[config.mk]
export PLATFORM = sky130hd
export DESIGN_NAME = pipeline_hazard_ctrl
export DESIGN_NICKNAME = d
export VERILOG_FILES = /design/src/rtl/mips_pkg.sv /design/src/rtl/hazard_detect.sv /design/src/rtl/pipeline_hazard_ctrl.sv
export SDC_FILE = /design/constraint.sdc
export NUM_CORES = 1
export LEC_CHECK = 0
export ABC_AREA = 1
export CORE_MARGIN = 2
export CORE_UTILIZATION = 30
export CTS_BUF_LIST = sky130_fd_sc_hd__clkbuf_8
export CTS_CLUSTER_DIAMETER = 200
export DETAILED_ROUTE_END_ITERATION = 8
export GPL_ROUTABILITY_DRIVEN = 0
export PLACE_DENSITY_LB_ADDON = 0.15
export SKIP_LAST_GASP = 1
export SYNTH_ARGS = -nofsm -noshare
export SYNTH_HDL_FRONTEND = slang
export SYNTH_SLANG_ARGS = --single-unit
[constraint.sdc]
create_clock -name clk -period 2.35 [get_ports clk]
set_clock_uncertainty 0.05 [all_clocks]
set_input_delay 0.47 -clock clk [delete_from_list [all_inputs] [get_ports clk]]
set_output_delay 0.47 -clock clk [all_outputs]
set_load 0.01 [all_outputs]
[src/rtl/mips_pkg.sv]
`default_nettype none
// ============================================================================
// Module      : mips_pkg
// Description : Opcode constants, hazard-controller state encoding and
//               opcode class helpers shared by the pipeline control blocks.
// Revision    : 1.0
// ============================================================================
package mips_pkg;

    localparam logic [5:0] OP_RTYPE = 6'b000000;
    localparam logic [5:0] OP_J     = 6'b000010;
    localparam logic [5:0] OP_JAL   = 6'b000011;
    localparam logic [5:0] OP_BEQ   = 6'b000100;
    localparam logic [5:0] OP_BNE   = 6'b000101;
    localparam logic [5:0] OP_LW    = 6'b100011;
    localparam logic [5:0] OP_SW    = 6'b101011;
    localparam logic [5:0] OP_LUI   = 6'b001111;

    typedef enum logic [1:0] {
        HZ_RUN   = 2'd0,
        HZ_DWAIT = 2'd1,
        HZ_IWAIT = 2'd2
    } hz_state_t;

    function automatic logic is_branch(input logic [5:0] op);
        return (op == OP_BEQ) || (op == OP_BNE);
    endfunction

    function automatic logic uses_rs(input logic [5:0] op);
        return !((op == OP_J) || (op == OP_JAL) || (op == OP_LUI));
    endfunction

    function automatic logic uses_rt(input logic [5:0] op);
        return (op == OP_RTYPE) || (op == OP_BEQ) || (op == OP_BNE) || (op == OP_SW);
    endfunction

endpackage
`default_nettype wire

[src/rtl/hazard_detect.sv]
`default_nettype none
// ============================================================================
// Module      : hazard_detect
// Description : Combinational ID-stage source decode and EX/MEM dependency
//               comparators producing the data-hazard stall request.
// Revision    : 1.0
// ============================================================================
module hazard_detect
    import mips_pkg::*;
(
    input  logic [5:0] opcode,
    input  logic [4:0] ID_RS,
    input  logic [4:0] ID_RT,
    input  logic [4:0] EX_RD,
    input  logic       EX_REGWRITE,
    input  logic       EX_MEMREAD,
    input  logic [4:0] MEM_RD,
    input  logic       MEM_MEMREAD,
    output logic       data_stall
);

    logic w_rs_live;
    logic w_rt_live;
    logic w_branch;
    logic w_ex_hits_used;
    logic w_ex_hits_any;
    logic w_mem_hits_any;
    logic w_hz_ex_load;
    logic w_hz_ex_alu_br;
    logic w_hz_mem_load_br;

    // Register zero never carries a dependency, so it is masked at the source.
    assign w_rs_live = uses_rs(opcode) && (ID_RS != 5'd0);
    assign w_rt_live = uses_rt(opcode) && (ID_RT != 5'd0);
    assign w_branch  = is_branch(opcode);

    assign w_ex_hits_used = (w_rs_live && (EX_RD == ID_RS)) ||
                            (w_rt_live && (EX_RD == ID_RT));
    assign w_ex_hits_any  = (EX_RD != 5'd0) &&
                            ((EX_RD == ID_RS) || (EX_RD == ID_RT));
    assign w_mem_hits_any = (MEM_RD != 5'd0) &&
                            ((MEM_RD == ID_RS) || (MEM_RD == ID_RT));

    assign w_hz_ex_load     = EX_MEMREAD && (EX_RD != 5'd0) && w_ex_hits_used;
    assign w_hz_ex_alu_br   = w_branch && EX_REGWRITE && !EX_MEMREAD && w_ex_hits_any;
    assign w_hz_mem_load_br = w_branch && MEM_MEMREAD && w_mem_hits_any;

    assign data_stall = w_hz_ex_load || w_hz_ex_alu_br || w_hz_mem_load_br;

endmodule
`default_nettype wire

[src/rtl/pipeline_hazard_ctrl.sv]
`default_nettype none
// ============================================================================
// Module      : pipeline_hazard_ctrl
// Description : Stall/flush sequencer for the five-stage pipeline with
//               memory-wait FSM and saturating stall statistics.
// Revision    : 1.0
// ============================================================================
module pipeline_hazard_ctrl
    import mips_pkg::*;
#(
    parameter int CNT_W = 16
) (
    input  logic             clk,
    input  logic             rst,
    input  logic [5:0]       opcode,
    input  logic [4:0]       ID_RS,
    input  logic [4:0]       ID_RT,
    input  logic             BR_TAKEN,
    input  logic [4:0]       EX_RD,
    input  logic             EX_REGWRITE,
    input  logic             EX_MEMREAD,
    input  logic [4:0]       MEM_RD,
    input  logic             MEM_MEMREAD,
    input  logic             MEM_MEMWRITE,
    input  logic             DMEM_READY,
    input  logic             IMEM_READY,
    output logic             PC_WRITE,
    output logic             IFID_WRITE,
    output logic             IFID_FLUSH,
    output logic             IDEX_BUBBLE,
    output logic             PIPE_WRITE,
    output logic             DWAIT,
    output logic [CNT_W-1:0] STALL_CNT,
    output logic [CNT_W-1:0] DWAIT_CNT,
    output logic [CNT_W-1:0] IWAIT_CNT
);

    localparam logic [CNT_W-1:0] c_cnt_one = {{(CNT_W-1){1'b0}}, 1'b1};
    localparam logic [CNT_W-1:0] c_cnt_max = {CNT_W{1'b1}};

    hz_state_t        r_state;
    hz_state_t        w_next;
    logic [CNT_W-1:0] r_stall_cnt;
    logic [CNT_W-1:0] r_dwait_cnt;
    logic [CNT_W-1:0] r_iwait_cnt;

    logic w_data_stall;
    logic w_freeze;
    logic w_stall_evt;
    logic w_iwait_evt;

    hazard_detect u_hazard_detect (
        .opcode      (opcode),
        .ID_RS       (ID_RS),
        .ID_RT       (ID_RT),
        .EX_RD       (EX_RD),
        .EX_REGWRITE (EX_REGWRITE),
        .EX_MEMREAD  (EX_MEMREAD),
        .MEM_RD      (MEM_RD),
        .MEM_MEMREAD (MEM_MEMREAD),
        .data_stall  (w_data_stall)
    );

    always_ff @(posedge clk) begin
        if (rst) begin
            r_state     <= HZ_RUN;
            r_stall_cnt <= '0;
            r_dwait_cnt <= '0;
            r_iwait_cnt <= '0;
        end else begin
            r_state <= w_next;
            if (w_freeze && (r_dwait_cnt != c_cnt_max))
                r_dwait_cnt <= r_dwait_cnt + c_cnt_one;
            if (w_stall_evt && (r_stall_cnt != c_cnt_max))
                r_stall_cnt <= r_stall_cnt + c_cnt_one;
            if (w_iwait_evt && (r_iwait_cnt != c_cnt_max))
                r_iwait_cnt <= r_iwait_cnt + c_cnt_one;
        end
    end

    always_comb begin
        w_next      = HZ_RUN;
        w_freeze    = 1'b0;
        w_stall_evt = 1'b0;
        w_iwait_evt = 1'b0;
        PC_WRITE    = 1'b1;
        IFID_WRITE  = 1'b1;
        IFID_FLUSH  = 1'b0;
        IDEX_BUBBLE = 1'b0;
        PIPE_WRITE  = 1'b1;

        // Outside DWAIT an access starts a freeze; inside it, only readiness matters.
        if (r_state == HZ_DWAIT)
            w_freeze = !DMEM_READY;
        else
            w_freeze = (MEM_MEMREAD || MEM_MEMWRITE) && !DMEM_READY;

        if (w_freeze) begin
            PC_WRITE   = 1'b0;
            IFID_WRITE = 1'b0;
            PIPE_WRITE = 1'b0;
            w_next     = HZ_DWAIT;
        end else if (w_data_stall) begin
            PC_WRITE    = 1'b0;
            IFID_WRITE  = 1'b0;
            IDEX_BUBBLE = 1'b1;
            w_stall_evt = 1'b1;
        end else if (is_branch(opcode) && BR_TAKEN) begin
            // Redirect wins over an outstanding fetch; the old fetch is dropped.
            IFID_FLUSH = 1'b1;
        end else if (!IMEM_READY) begin
            PC_WRITE    = 1'b0;
            IFID_FLUSH  = 1'b1;
            w_iwait_evt = 1'b1;
            w_next      = HZ_IWAIT;
        end

        if (rst) begin
            PC_WRITE    = 1'b0;
            IFID_WRITE  = 1'b0;
            PIPE_WRITE  = 1'b0;
            IFID_FLUSH  = 1'b1;
            IDEX_BUBBLE = 1'b1;
            w_next      = HZ_RUN;
        end
    end

    assign DWAIT     = w_freeze && !rst;
    assign STALL_CNT = r_stall_cnt;
    assign DWAIT_CNT = r_dwait_cnt;
    assign IWAIT_CNT = r_iwait_cnt;

endmodule
`default_nettype wire

After elaboration in Yosys (flattened, before gate mapping)
Cells that the tools add are included.
{"block": "op_classes", "add_sub_neg": 3, "n_eq_ne": 14, "muxes": 26, "reduce_logical": 41}
{"op": "adder 16 x 1 -> 16 bit (second input constant)", "count": 3}
{"op": "!= test 16 bit (second input constant)", "count": 3}
{"op": "2-to-1 mux 1 bit", "count": 25}
{"op": "equality test 5 bit", "count": 4}
{"op": "nonzero test 5 bit", "count": 4}
{"op": "logical AND 1 bit", "count": 19}
{"op": "equality test 6 x 2 -> 1 bit (second input constant)", "count": 2}
{"op": "equality test 6 x 3 -> 1 bit (second input constant)", "count": 2}
{"op": "logical OR 1 bit", "count": 12}
{"op": "equality test 6 x 4 -> 1 bit (second input constant)", "count": 1}
{"op": "equality test 6 bit (second input constant)", "count": 1}
{"op": "zero test 6 bit", "count": 1}
{"op": "zero test 1 bit", "count": 4}
{"op": "OR reduction 4 bit", "count": 1}
{"op": "equality test 2 x 1 -> 1 bit (second input constant)", "count": 1}
{"op": "2-to-1 mux 2 bit", "count": 1}
{"block": "totals", "register_bits": 50, "in_bits": 35, "out_inout_bits": 54, "wordCells": 89}

Longest topological paths before layout
{"block": "depth", "word_depth": 13, "depth_mapped": 14}

Modules after synthesis
A second synthesis with hierarchy kept.
{"block": "hier_totals", "hier_cells": 609, "area_unflattened_um2": 3553.4}
{"mod": "pipeline_hazard_ctrl", "instances": 1, "cells_per_inst": 483, "area_each_um2": 2985.4, "seq_area_each_um2": 1001.0}
{"mod": "hazard_detect", "instances": 1, "cells_per_inst": 126, "area_each_um2": 568.0, "seq_area_each_um2": 0.0}

Worst setup path before layout
Ideal clock, no wire load.
{"block": "synth_path", "path_type": "input-to-output", "from": "input port opcode[5]", "to": "output port PC_WRITE", "t_arrival_ns": 1.646, "required_ns": 1.830, "slack_ns": 0.184, "stages": 10, "n_path_buf": 1, "path_cell_list": "nor2_1 nand3_1 nor2_1 nor2_1 nand2_1 a21oi_1 nor2_2 buf_4 nand2_1 a21oi_1"}
{"block": "synth_via", "elab_chain_cells": 13, "elab_cells_between_ends": 32, "cone_classes": "eq/ne (6); mux (4); reduce/logical (22)"}
{"item": "start: declaration", "line_no": "pipeline_hazard_ctrl.sv:15", "text": "input logic [5:0] opcode,"}
{"item": "equality test 6 x 2 -> 1 bit, or another cell as far along", "line_no": "mips_pkg.sv:30", "text": "return !((op == OP_J) || (op == OP_JAL) || (op == OP_LUI));"}
{"item": "logical OR 1 bit, on equally long branches (2 in series)", "line_no": "mips_pkg.sv:30, mips_pkg.sv:34"}
{"item": "zero test 1 bit / logical OR 1 bit (equally long branches)", "line_no": "mips_pkg.sv:30, mips_pkg.sv:34"}
{"item": "logical AND 1 bit, on equally long branches", "line_no": "hazard_detect.sv:33, hazard_detect.sv:34"}
{"item": "logical AND 1 bit, on equally long branches", "line_no": "hazard_detect.sv:37, hazard_detect.sv:38"}
{"item": "logical OR 1 bit", "line_no": "hazard_detect.sv:37", "text": "assign w_ex_hits_used = (w_rs_live && (EX_RD == ID_RS)) ||"}
{"item": "logical AND 1 bit", "line_no": "hazard_detect.sv:44", "text": "assign w_hz_ex_load = EX_MEMREAD && (EX_RD != 5'd0) && w_ex_hits_used;"}
{"item": "logical OR 1 bit (2 in series)", "line_no": "hazard_detect.sv:48", "text": "assign data_stall = w_hz_ex_load || w_hz_ex_alu_br || w_hz_mem_load_br;"}
{"item": "2-to-1 mux 1 bit (*)", "line_no": "pipeline_hazard_ctrl.sv:103", "text": "end else if (w_data_stall) begin"}
{"item": "2-to-1 mux 1 bit (*)", "line_no": "pipeline_hazard_ctrl.sv:98", "text": "if (w_freeze) begin"}
{"item": "2-to-1 mux 1 bit (*)", "line_no": "pipeline_hazard_ctrl.sv:118", "text": "if (rst) begin"}
{"item": "end: declaration", "line_no": "pipeline_hazard_ctrl.sv:27", "text": "output logic PC_WRITE,"}
Mark *: on every way between the ends. The rest lies on a longest branch, timed or not.

Final worst setup path
{"block": "layout_path", "from": "input port MEM_MEMWRITE", "to": "output port DWAIT"}
{"block": "layout_via", "elab_chain_cells": 4}
{"item": "start: declaration", "line_no": "pipeline_hazard_ctrl.sv:24", "text": "input logic MEM_MEMWRITE,"}
{"item": "logical OR 1 bit", "line_no": "pipeline_hazard_ctrl.sv:96", "text": "w_freeze = (MEM_MEMREAD || MEM_MEMWRITE) && !DMEM_READY;"}
{"item": "logical AND 1 bit", "line_no": "pipeline_hazard_ctrl.sv:96"}
{"item": "2-to-1 mux 1 bit", "line_no": "pipeline_hazard_ctrl.sv:93", "text": "if (r_state == HZ_DWAIT)"}
{"item": "logical AND 1 bit", "line_no": "pipeline_hazard_ctrl.sv:128", "text": "assign DWAIT = w_freeze && !rst;"}
{"item": "end: declaration", "line_no": "pipeline_hazard_ctrl.sv:32", "text": "output logic DWAIT,"}
No other way between the ends.

==> impl_results.md <==
* PwrDens at between 300 and 400 nW/um2
* DRC viols at 1
* Final ANT Viol Nets at 0
* Clock buffer depth at 2
* CTS H-tree lvls at 2
* Detailed Route WL at about 10 mm
* DIE AREA at 12,600 um2
* Crit-path cells: clkdlybuf4s50_1 -> inv_1 -> a31oi_4 -> buf_12 -> inv_2 -> nor2_2 -> clkdlybuf4s15_2
* Crit path launch type: primary input
* RSZ-0062 raised after global routing: true
* Hpwl dp at just under 8 mm
* Finish-stage setup viols at 0
* Placement Rows at 39
* Via count at roughly 4,000
* Crit path kind: in -> out
* Cts hold-fix bufs at 0
* Buf/Inv on CP at 5
* Max Fclk at 0.435 GHz
* Ys Warns at 0
* Worst-Margin Slew at between 0.6 and 0.7 ns
* Crit path max fanout at 3
* Violated checks: DRC
* Gate Count Post-Synth at about 550
* Vias in the first global route at 3,735
* Antenna violations before repair at 0
* Layout net count at roughly 700
* Syn Nets at ~600
* Grt total ovfl at 0
* Die width at roughly 110 um
* DRT iter0 DRCs at approximately 230
* Placed Cells at ~800
* Slew Limit Fails at 0
* Final period util at 0.977
* Largest net degree at the start of global routing at 35
* Vias per inst at about 4.8
* Clock slew at reported path FFs at ~0.1 ns
* Clock Latency Late Sink at 0.31 ns
* Max Cap Viol at 0
* Worst hold path type: reg -> reg
* Rel. slew slack at 0.596
* Global-route wire length before repair at ~17 mm
* Yosys cell types at 34
* Clock Tree Root: clkbuf_8
* Final Util at 0.431
* Outcome: complete, but fails checks
* IO Pins at between 80 and 90
* Number of diodes at 0
* Total power at ~0.0018 W
* Min Tclk post-route at 2.30 ns
* Synth-to-layout area growth at 40.2%
* CTS Sinks at 50
* Crit. End Element: output pin
* Crit path max-delay cell type: clkdlybuf4s50_1
* Required time worst endpoint at 1.83 ns
* Fin worst setup slack at 0.0533 ns
* Core area at about 11,000 um2
* Lkg Pwr at 2.02 nW
* Die span in y at around 110 um
* Post-Synthesis Cell Area at 3510 um2
* Fin cells at just over 800
* CP top delay family: buffers and inverters
* Mean post-synth cell area at between 6 and 7 um2
* Hold Vio Cnt, Final at 0
* TritonCTS buffer count at 5
* Pre-Repair DR Iteration Count at 6
* Worst slack, placed at -0.935 ns
* Sequential area share after synthesis at 0.285
* CTS tree: done
* Layout cells sized above 1 at 0.201
* Initial core utilization at 0.307
* Gr usage total at 0.164
* Slowest stage delay, CP at roughly 0.46 ns
* I/O Buffers at 88
* Post-DR wirelength/cell at approximately 13 um
* Yosys reg bits at 50
* Peak supply drop at 0.000285 V
* Worst Path Arrival at approximately 1.8 ns
* Total negative slack at 0 ns
==> state kept, by name, indices dropped and copies added, names as in the netlist <==
register and count:
DWAIT_CNT 16, IWAIT_CNT 16, STALL_CNT 16, r_state 2
==> what timing repair did <==
| item | in CTS | in global routing |
|---|---|---|
| resized for setup | 104 | 49 |
| buffers inserted | 3 | 1 |
| endpoints found under the setup margin | 6 | 5 |
| pin swaps | 25 | 26 |
==> metal layers <==
layer / routed length [um] / vias up / GRT usage
met3: 508 / 10 / 0.0329
met2: 4840 / 87 / 0.278
li1: - / 2029 / -
met1: 4940 / 1759 / 0.217
met4: 93 / 0 / 0.0382
met5: 0 / - / 0
==> worst reg2reg max path, delay by kind of cell (launching register included) <==
family	cells	cell delay (ns)
AOI/OAI and AO/OA	1	0.07
adders and majority gates	1	0.25
buffers and inverters	1	0.20
DFF	1	0.42
and+or+nand+nor	6	0.90
==> synth_stat cells <==
cell type | number | area (um2)
buf_4 | 2 | 15.0
o31ai_1 | 1 | 7.51
nor3_1 | 16 | 80.1
and2_1 | 1 | 6.26
nor4_2 | 1 | 12.5
nand4_1 | 38 | 238
ha_1 | 3 | 37.5
nor2_2 | 6 | 37.5
nand3_1 | 32 | 160
inv_1 | 75 | 282
nor3b_1 | 2 | 15.0
xor2_1 | 23 | 201
nand3_4 | 1 | 17.5
buf_2 | 4 | 20.0
nor3_4 | 2 | 32.5
inv_2 | 4 | 15.0
o21ai_0 | 11 | 55.1
a21oi_1 | 42 | 210
nor2_1 | 47 | 176
o21a_1 | 1 | 7.51
clkinv_1 | 1 | 3.75
nand2_4 | 1 | 11.3
nand2_1 | 151 | 567
nand3b_1 | 2 | 15.0
nor4_1 | 7 | 43.8
dfxtp_1 | 50 | 1000
clkbuf_1 | 6 | 22.5
nand4_4 | 1 | 21.3
a31oi_4 | 1 | 21.3
buf_6 | 3 | 33.8
nand2_2 | 3 | 18.8
xnor2_1 | 8 | 70.1
nor3_2 | 4 | 40.0
a31oi_1 | 2 | 12.5
==> power by group <==
part | total, W | internal (W) | leakage [nW] | switching [W]
clock network | 0.000639 | 0.000320 | 0.0585 | 0.000320
logic | 0.000328 | 0.000140 | 1.56 | 0.000188
registers | 0.000863 | 0.000855 | 0.404 | 0.00000756
total | 0.00183 | 0.00131 | 2.02 | 0.000516
==> cells in the final DEF, fill, tap and decap left out, types with 9 or more instances in the layout <==
cell	instances
dfxtp_1	50
nand4_1	38
xor2_1	23
nor2_2	13
inv_2	12
inv_1	67
nor3_1	13
nand3_1	26
buf_4	39
nand2_1	148
o21ai_0	9
clkdlybuf4s50_1	54
a21oi_1	39
clkbuf_2	18
nor2_1	38
==> area by class of cell <==
class	instances	area (um2)
inverter	80	300
tap	143	179
timing repair buffer	127	1070
clock buffer	5	68.8
multi-input combinational	407	2250
fill	1239	6500
sequential	50	1000
clock inverter	3	43.8
==> path summary, 6_finish.rpt <==
| check | start | to | slack, ns | depth (start not counted) |
|---|---|---|---|---|
| worst min-delay path | DWAIT_CNT[8] | DWAIT_CNT[9] | 0.45 | 2 |
| worst min register to register | DWAIT_CNT[8] | DWAIT_CNT[9] | 0.45 | 2 |
| worst max-delay path | MEM_MEMWRITE | DWAIT | 0.05 | 7 |
| worst max register to register | IWAIT_CNT[0] | IWAIT_CNT[13] | 0.34 | 9 |
==> metrics by stage <==
step	hold WS, ns	cell area, um2
2_1_floorplan	0.441	3510
3_5_place_dp	0.431	4750
3_3_place_gp	0.423	4750
5_1_grt	0.482	4920
4_1_cts	0.450	4960
6_report	0.448	4920
==> cells by family after synthesis <==
family | count (synthesis) | share of synthesized area
simple gates | 315 | 0.425
buf+inv | 95 | 0.112
compound gates | 58 | 0.0895
flops | 50 | 0.285
xor+xnor | 31 | 0.0774
fa+ha+maj | 3 | 0.0107
(Power assumes the default switching activity.)
